[src/rtl/square_position_store.sv]
// Square position store: holds the {y,x} origin of NUM_SQUARES squares,
// exposes the active square to the movement controller, captures its
// write-back two cycles after each refresh tick, and performs a per-pixel
// hit test against all squares for the video scan.
//
// Ports:
//   clk            system clock, rising edge
//   reset          synchronous active-high reset
//   refresh_tick   one-cycle frame pulse (shared with the controller)
//   sel_next       one-cycle pulse: advance the active square ID
//   position_next  controller write-back {y[19:10], x[9:0]}
//   position       stored {y,x} of the active square (combinational)
//   status         high while the store is idle and the controller may update
//   active_id      current active square ID
//   x, y           current scan pixel coordinates
//   pixel_on       registered: scan pixel lies inside some square
//   pixel_id       registered: lowest covering square ID, 0 if none
//   pixel_active   registered: covering square is the active one
module square_position_store #(
    parameter int NUM_SQUARES = 17,
    parameter int SQUARE_SIZE = 30,
    parameter int X_MAX       = 640,
    parameter int Y_MAX       = 480
) (
    input  logic        clk,
    input  logic        reset,
    input  logic        refresh_tick,
    input  logic        sel_next,
    input  logic [19:0] position_next,
    output logic [19:0] position,
    output logic        status,
    output logic [4:0]  active_id,
    input  logic [9:0]  x,
    input  logic [9:0]  y,
    output logic        pixel_on,
    output logic [4:0]  pixel_id,
    output logic        pixel_active
);

    localparam int unsigned ID_W    = 5;
    localparam int unsigned COORD_W = 10;
    localparam int unsigned SUM_W   = 11;
    localparam int unsigned X_LIM   = X_MAX - SQUARE_SIZE;
    localparam int unsigned Y_LIM   = Y_MAX - SQUARE_SIZE;

    typedef enum logic [1:0] {
        ST_IDLE    = 2'd0,
        ST_WAIT    = 2'd1,
        ST_CAPTURE = 2'd2
    } state_t;

    state_t              state;
    state_t              state_nxt;
    logic [19:0]         entry [NUM_SQUARES];
    logic                pending;
    logic                pending_nxt;
    logic                wr_en;
    logic                advance;
    logic [COORD_W-1:0]  wr_x;
    logic [COORD_W-1:0]  wr_y;
    logic                hit;
    logic [ID_W-1:0]     hit_id;
    logic [SUM_W-1:0]    x_lo, x_hi, y_lo, y_hi;
    logic [SUM_W-1:0]    scan_x, scan_y;

    assign position = entry[active_id];
    assign status   = (state == ST_IDLE);

    // Next state, write strobe and active-ID advance; a select request is
    // only honoured in an idle cycle with no tick so the ID cannot move
    // between a tick and its capture.
    always_comb begin
        state_nxt   = state;
        pending_nxt = pending;
        wr_en       = 1'b0;
        advance     = 1'b0;
        case (state)
            ST_IDLE:    if (refresh_tick) state_nxt = ST_WAIT;
            ST_WAIT:    state_nxt = ST_CAPTURE;
            ST_CAPTURE: begin
                state_nxt = ST_IDLE;
                wr_en     = 1'b1;
            end
            default:    state_nxt = ST_IDLE;
        endcase
        if (state == ST_IDLE && !refresh_tick) begin
            advance     = sel_next | pending;
            pending_nxt = 1'b0;
        end else if (sel_next) begin
            pending_nxt = 1'b1;
        end
    end

    // Clamp write-back so a square never extends past the display area.
    always_comb begin
        wr_x = (position_next[9:0] > COORD_W'(X_LIM)) ? COORD_W'(X_LIM) : position_next[9:0];
        wr_y = (position_next[19:10] > COORD_W'(Y_LIM)) ? COORD_W'(Y_LIM) : position_next[19:10];
    end

    // Control state, active ID and entry storage.
    always_ff @(posedge clk) begin
        if (reset) begin
            state     <= ST_IDLE;
            pending   <= 1'b0;
            active_id <= '0;
            for (int i = 0; i < NUM_SQUARES; i++) begin
                entry[i] <= {10'd220, COORD_W'(10 + 36 * i)};
            end
        end else begin
            state   <= state_nxt;
            pending <= pending_nxt;
            if (advance) begin
                active_id <= (active_id == ID_W'(NUM_SQUARES - 1)) ? '0 : active_id + ID_W'(1);
            end
            if (wr_en) begin
                entry[active_id] <= {wr_y, wr_x};
            end
        end
    end

    // Hit test; descending scan makes the lowest covering ID win.
    always_comb begin
        hit    = 1'b0;
        hit_id = '0;
        x_lo   = '0;
        x_hi   = '0;
        y_lo   = '0;
        y_hi   = '0;
        scan_x = {1'b0, x};
        scan_y = {1'b0, y};
        for (int i = NUM_SQUARES - 1; i >= 0; i--) begin
            x_lo = {1'b0, entry[i][9:0]};
            y_lo = {1'b0, entry[i][19:10]};
            x_hi = x_lo + SUM_W'(SQUARE_SIZE - 1);
            y_hi = y_lo + SUM_W'(SQUARE_SIZE - 1);
            if (scan_x >= x_lo && scan_x <= x_hi && scan_y >= y_lo && scan_y <= y_hi) begin
                hit    = 1'b1;
                hit_id = ID_W'(i);
            end
        end
    end

    // Registered pixel outputs.
    always_ff @(posedge clk) begin
        if (reset) begin
            pixel_on     <= 1'b0;
            pixel_id     <= '0;
            pixel_active <= 1'b0;
        end else begin
            pixel_on     <= hit;
            pixel_id     <= hit_id;
            pixel_active <= hit && (hit_id == active_id);
        end
    end

endmodule

[config.mk]
export PLATFORM = sky130hd
export DESIGN_NAME = square_position_store
export DESIGN_NICKNAME = d
export VERILOG_FILES = /design/src/rtl/square_position_store.sv
export SDC_FILE = /design/constraint.sdc
export NUM_CORES = 2
export LEC_CHECK = 0
export ABC_CLOCK_PERIOD_IN_PS = 5100
export CAP_MARGIN = 25
export CORE_MARGIN = 2
export CORE_UTILIZATION = 30
export CTS_BUF_LIST = sky130_fd_sc_hd__clkbuf_8
export DETAILED_ROUTE_END_ITERATION = 6
export PLACE_DENSITY = 0.53
export SYNTH_ARGS = -nofsm -noshare
export SYNTH_HDL_FRONTEND = slang
export SYNTH_SLANG_ARGS = --single-unit
export TNS_END_PERCENT = 100
[constraint.sdc]
create_clock -name clk -period 5.1 [get_ports clk]
set_input_delay 1.02 -clock clk [delete_from_list [all_inputs] [get_ports clk]]
set_output_delay 1.02 -clock clk [all_outputs]
set_load 0.01 [all_outputs]
==> flow_metrics.py <==
metrics = {
    "status": {
        "status": "finished, final reports clean",
    },
    "clock_network": {
        "ctsHtreeMaxLevel": 3,
        "path_clk_slew_ns": 0.07,
        "clk_path_buf_depth": 3,
        "clock_sinks": 660,
        "root_buffer": "clkbuf_8",
        "cts_tree": "done",
        "cts_made_buffers": 107,
        "clk_latency_ns": 0.83,
    },
    "synthesis": {
        "syn_area_um2": 47600,
        "synthFlopType": "edfxtp_1",
        "synth.area.top_cells": "edfxtp_1, ha_1, mux4_2",
        "yosysMostFrequentCell": "ha_1",
        "syn-instance-count": 4183,
        "ys_seq_elements": 660,
        "synth_warnings": 0,
        "synth.largest_area_cell": "edfxtp_1",
        "synth-seq-area-share_pct": 41.2,
        "synth-edff-count": 640,
        "synth_top_area_share_pct": 40.4,
        "avgSynthCellArea_um2": 11.4,
        "async_flop_share_pct": 0,
        "synth.distinct_cells": 87,
        "yosys-top-cells-count": "ha_1, edfxtp_1, inv_1, nand2_1, nor2_1",
    },
    "placed_design": {
        "pre_cts_ws_ns": 0.343,
        "dp_cells": 6446,
        "port-buffer-count": 76,
        "place_hpwl_mm": 122,
        "gp_congestion": 0.945,
    },
    "drt": {
        "dr_total_vias": 35868,
        "route.met3.wl_mm": 11.8,
        "detail_route.first_pass.iterations": 5,
        "drt_iter0_drc": 3371,
        "top_layer": "met5",
        "m1WireLength_mm": 71.2,
        "met2_length_mm": 75.0,
        "vias_per_cell": 5.39,
        "antenna_left": 0,
        "routedWlPerCell_um": 24.6,
        "drc": 0,
        "wl_mm": 163,
    },
    "floorplanning": {
        "rows": 146,
        "start_util_pct": 30.1,
        "die_area_um2": 162000,
        "core_um2": 158000,
        "die_w_um": 402,
        "dieHeight_um": 402,
        "pin_count": 77,
    },
    "setup_path": {
        "cp-start-kind": "flip-flop",
        "crit_fanout": 15,
        "required_ns": 4.08,
        "arrival_ns": 3.91,
        "setup.worst_path.end_class": "output pin",
        "ff2ff_setup_slack_ns": 0.35,
        "path_class": "flip-flop to output pin",
    },
    "pwr": {
        "peakVddDrop_mv": 0.200,
        "leakage_nw": 22.1,
        "totalPowerFinal_mw": 13.3,
        "p_per_area_nw_per_um2": 243,
    },
    "flow_run": {
        "maxCapViolCount": 0,
    },
    "grt": {
        "grt_pass1_vias": 35788,
        "antenna_found_initial": 17,
        "grt.overflow.total": 0,
        "grt_pass1_wl_mm": 240,
        "grt.total_usage_pct": 20.0,
        "grt_max_degree": 74,
    },
    "layout": {
        "layout-drive-gt1-share_pct": 14.0,
        "final_nets": 5251,
        "area_growth_pct": 14.7,
        "nFillCells": 15704,
        "layout.cells.non_filler": 6656,
    },
    "sta": {
        "setup_viol": 0,
        "fin_ws_ns": 0.168,
        "fin_setup_tns_ns": 0,
        "hold_violations": 0,
        "maxSlewViolCount": 0,
        "slew_headroom_pct": 23.6,
        "min_period_over_period_pct": 96.7,
        "whs_ns": 0.500,
        "fmax_ghz": 0.203,
        "period_minus_slack_ns": 4.93,
        "fin_worst_skew_ns": 0.0498,
        "worstMarginPinSlew_ns": 1.15,
        "rsz0062_at_grt": "no",
    },
    "worst_hold_path": {
        "hold_path_class": "flip-flop to flip-flop",
    },
}
==> worst max-delay path, cell delays in order, from the launching register on <==
cell and delay, ns:
dfxtp_4 0.67, buf_4 0.36, mux4_2 0.53, mux4_2 0.60
mux2_2 0.36, clkdlybuf4s50_1 0.58
==> where the power goes <==
group	internal, mW	switching (mW)
clock	2.57	2.38
combinational	0.903	1.30
sequential	6.01	0.116
==> layer usage <==
| metal | vias up | global-route usage [%] |
|---|---|---|
| met3 | 290 | 3.47 |
| li1 | 16411 | - |
| met4 | 6 | 6.40 |
| met2 | 1300 | 32.3 |
| met5 | - | 0 |
| met1 | 17861 | 27.2 |
==> final timing paths <==
path,start,cells past startpoint,to
setup / recovery,flip-flop,5,position[14]
setup reg to reg,entry[12][0],18,pixel_active
hold reg to reg,state[1],1,state[1]
hold / removal,state[1],1,state[1]
==> area by class of cell <==
| class | instances | area [µm²] | share of cell area, % |
|---|---|---|---|
| Multi-Input combinational cell | 3041 | 26300 | 48.1 |
| Inverter | 423 | 1590 | 2.91 |
| Tap cell | 2072 | 2590 | 4.75 |
| Clock buffer | 108 | 1490 | 2.72 |
| Antenna cell | 6 | 15.0 | 0.0275 |
| Sequential cell | 660 | 19600 | 36.0 |
| Clock inverter | 90 | 739 | 1.35 |
| Timing Repair Buffer | 256 | 2300 | 4.22 |
==> registers in the layout (all words and copies together) (netlist names), named ones only <==
register      cells
pixel_active      1
entry           640
active_id         5
pixel_on          1
pixel_id          5
pending           1
state             2
==> placed cells by master (no fill, tap or decap), types with 18 or more instances in the layout <==
master	n
ha_1	718
edfxtp_1	640
inv_1	446
nand2_1	346
nor2_1	261
xnor2_1	224
mux4_2	200
a21oi_1	174
buf_4	154
nor3_1	110
clkbuf_8	108
o21ai_0	101
nand4_1	91
nand3_1	82
a21o_1	79
clkdlybuf4s50_1	58
o21a_1	52
a2111oi_0	47
a31oi_1	43
a211oi_1	40
xor2_1	36
nand2b_1	33
conb_1	32
nor2b_1	30
and3_1	27
nor4_1	25
clkinv_1	25
o211ai_1	22
mux2_2	20
a211o_1	20
clkinv_2	20
buf_12	20
or2_2	19
buf_2	18
==> logic make-up after synthesis <==
family | count (synthesis) | synth area share, %
simple gates | 1106 | 11.0
fa+ha+maj | 718 | 18.9
compound gates | 704 | 10.1
flops | 660 | 41.2
buf+inv | 513 | 4.05
xor+xnor | 260 | 4.78
mux | 221 | 9.95
other cells | 1 | 0.00788
==> per-stage QoR <==
step / util [%] / cell area [µm²]
3_5_place_dp: 33.1 / 52300
5_1_grt: 34.6 / 54600
3_3_place_gp: 33.1 / 52200
6_report: 34.6 / 54600
2_1_floorplan: - / 47700
4_1_cts: 34.5 / 54500
==> repair_timing <==
action,in CTS,in global routing
setup buffers,1,0
endpoints found under the setup margin,7,0
gates resized for setup,0,0
hold buffers,0,0
(Power assumes the default switching activity.)
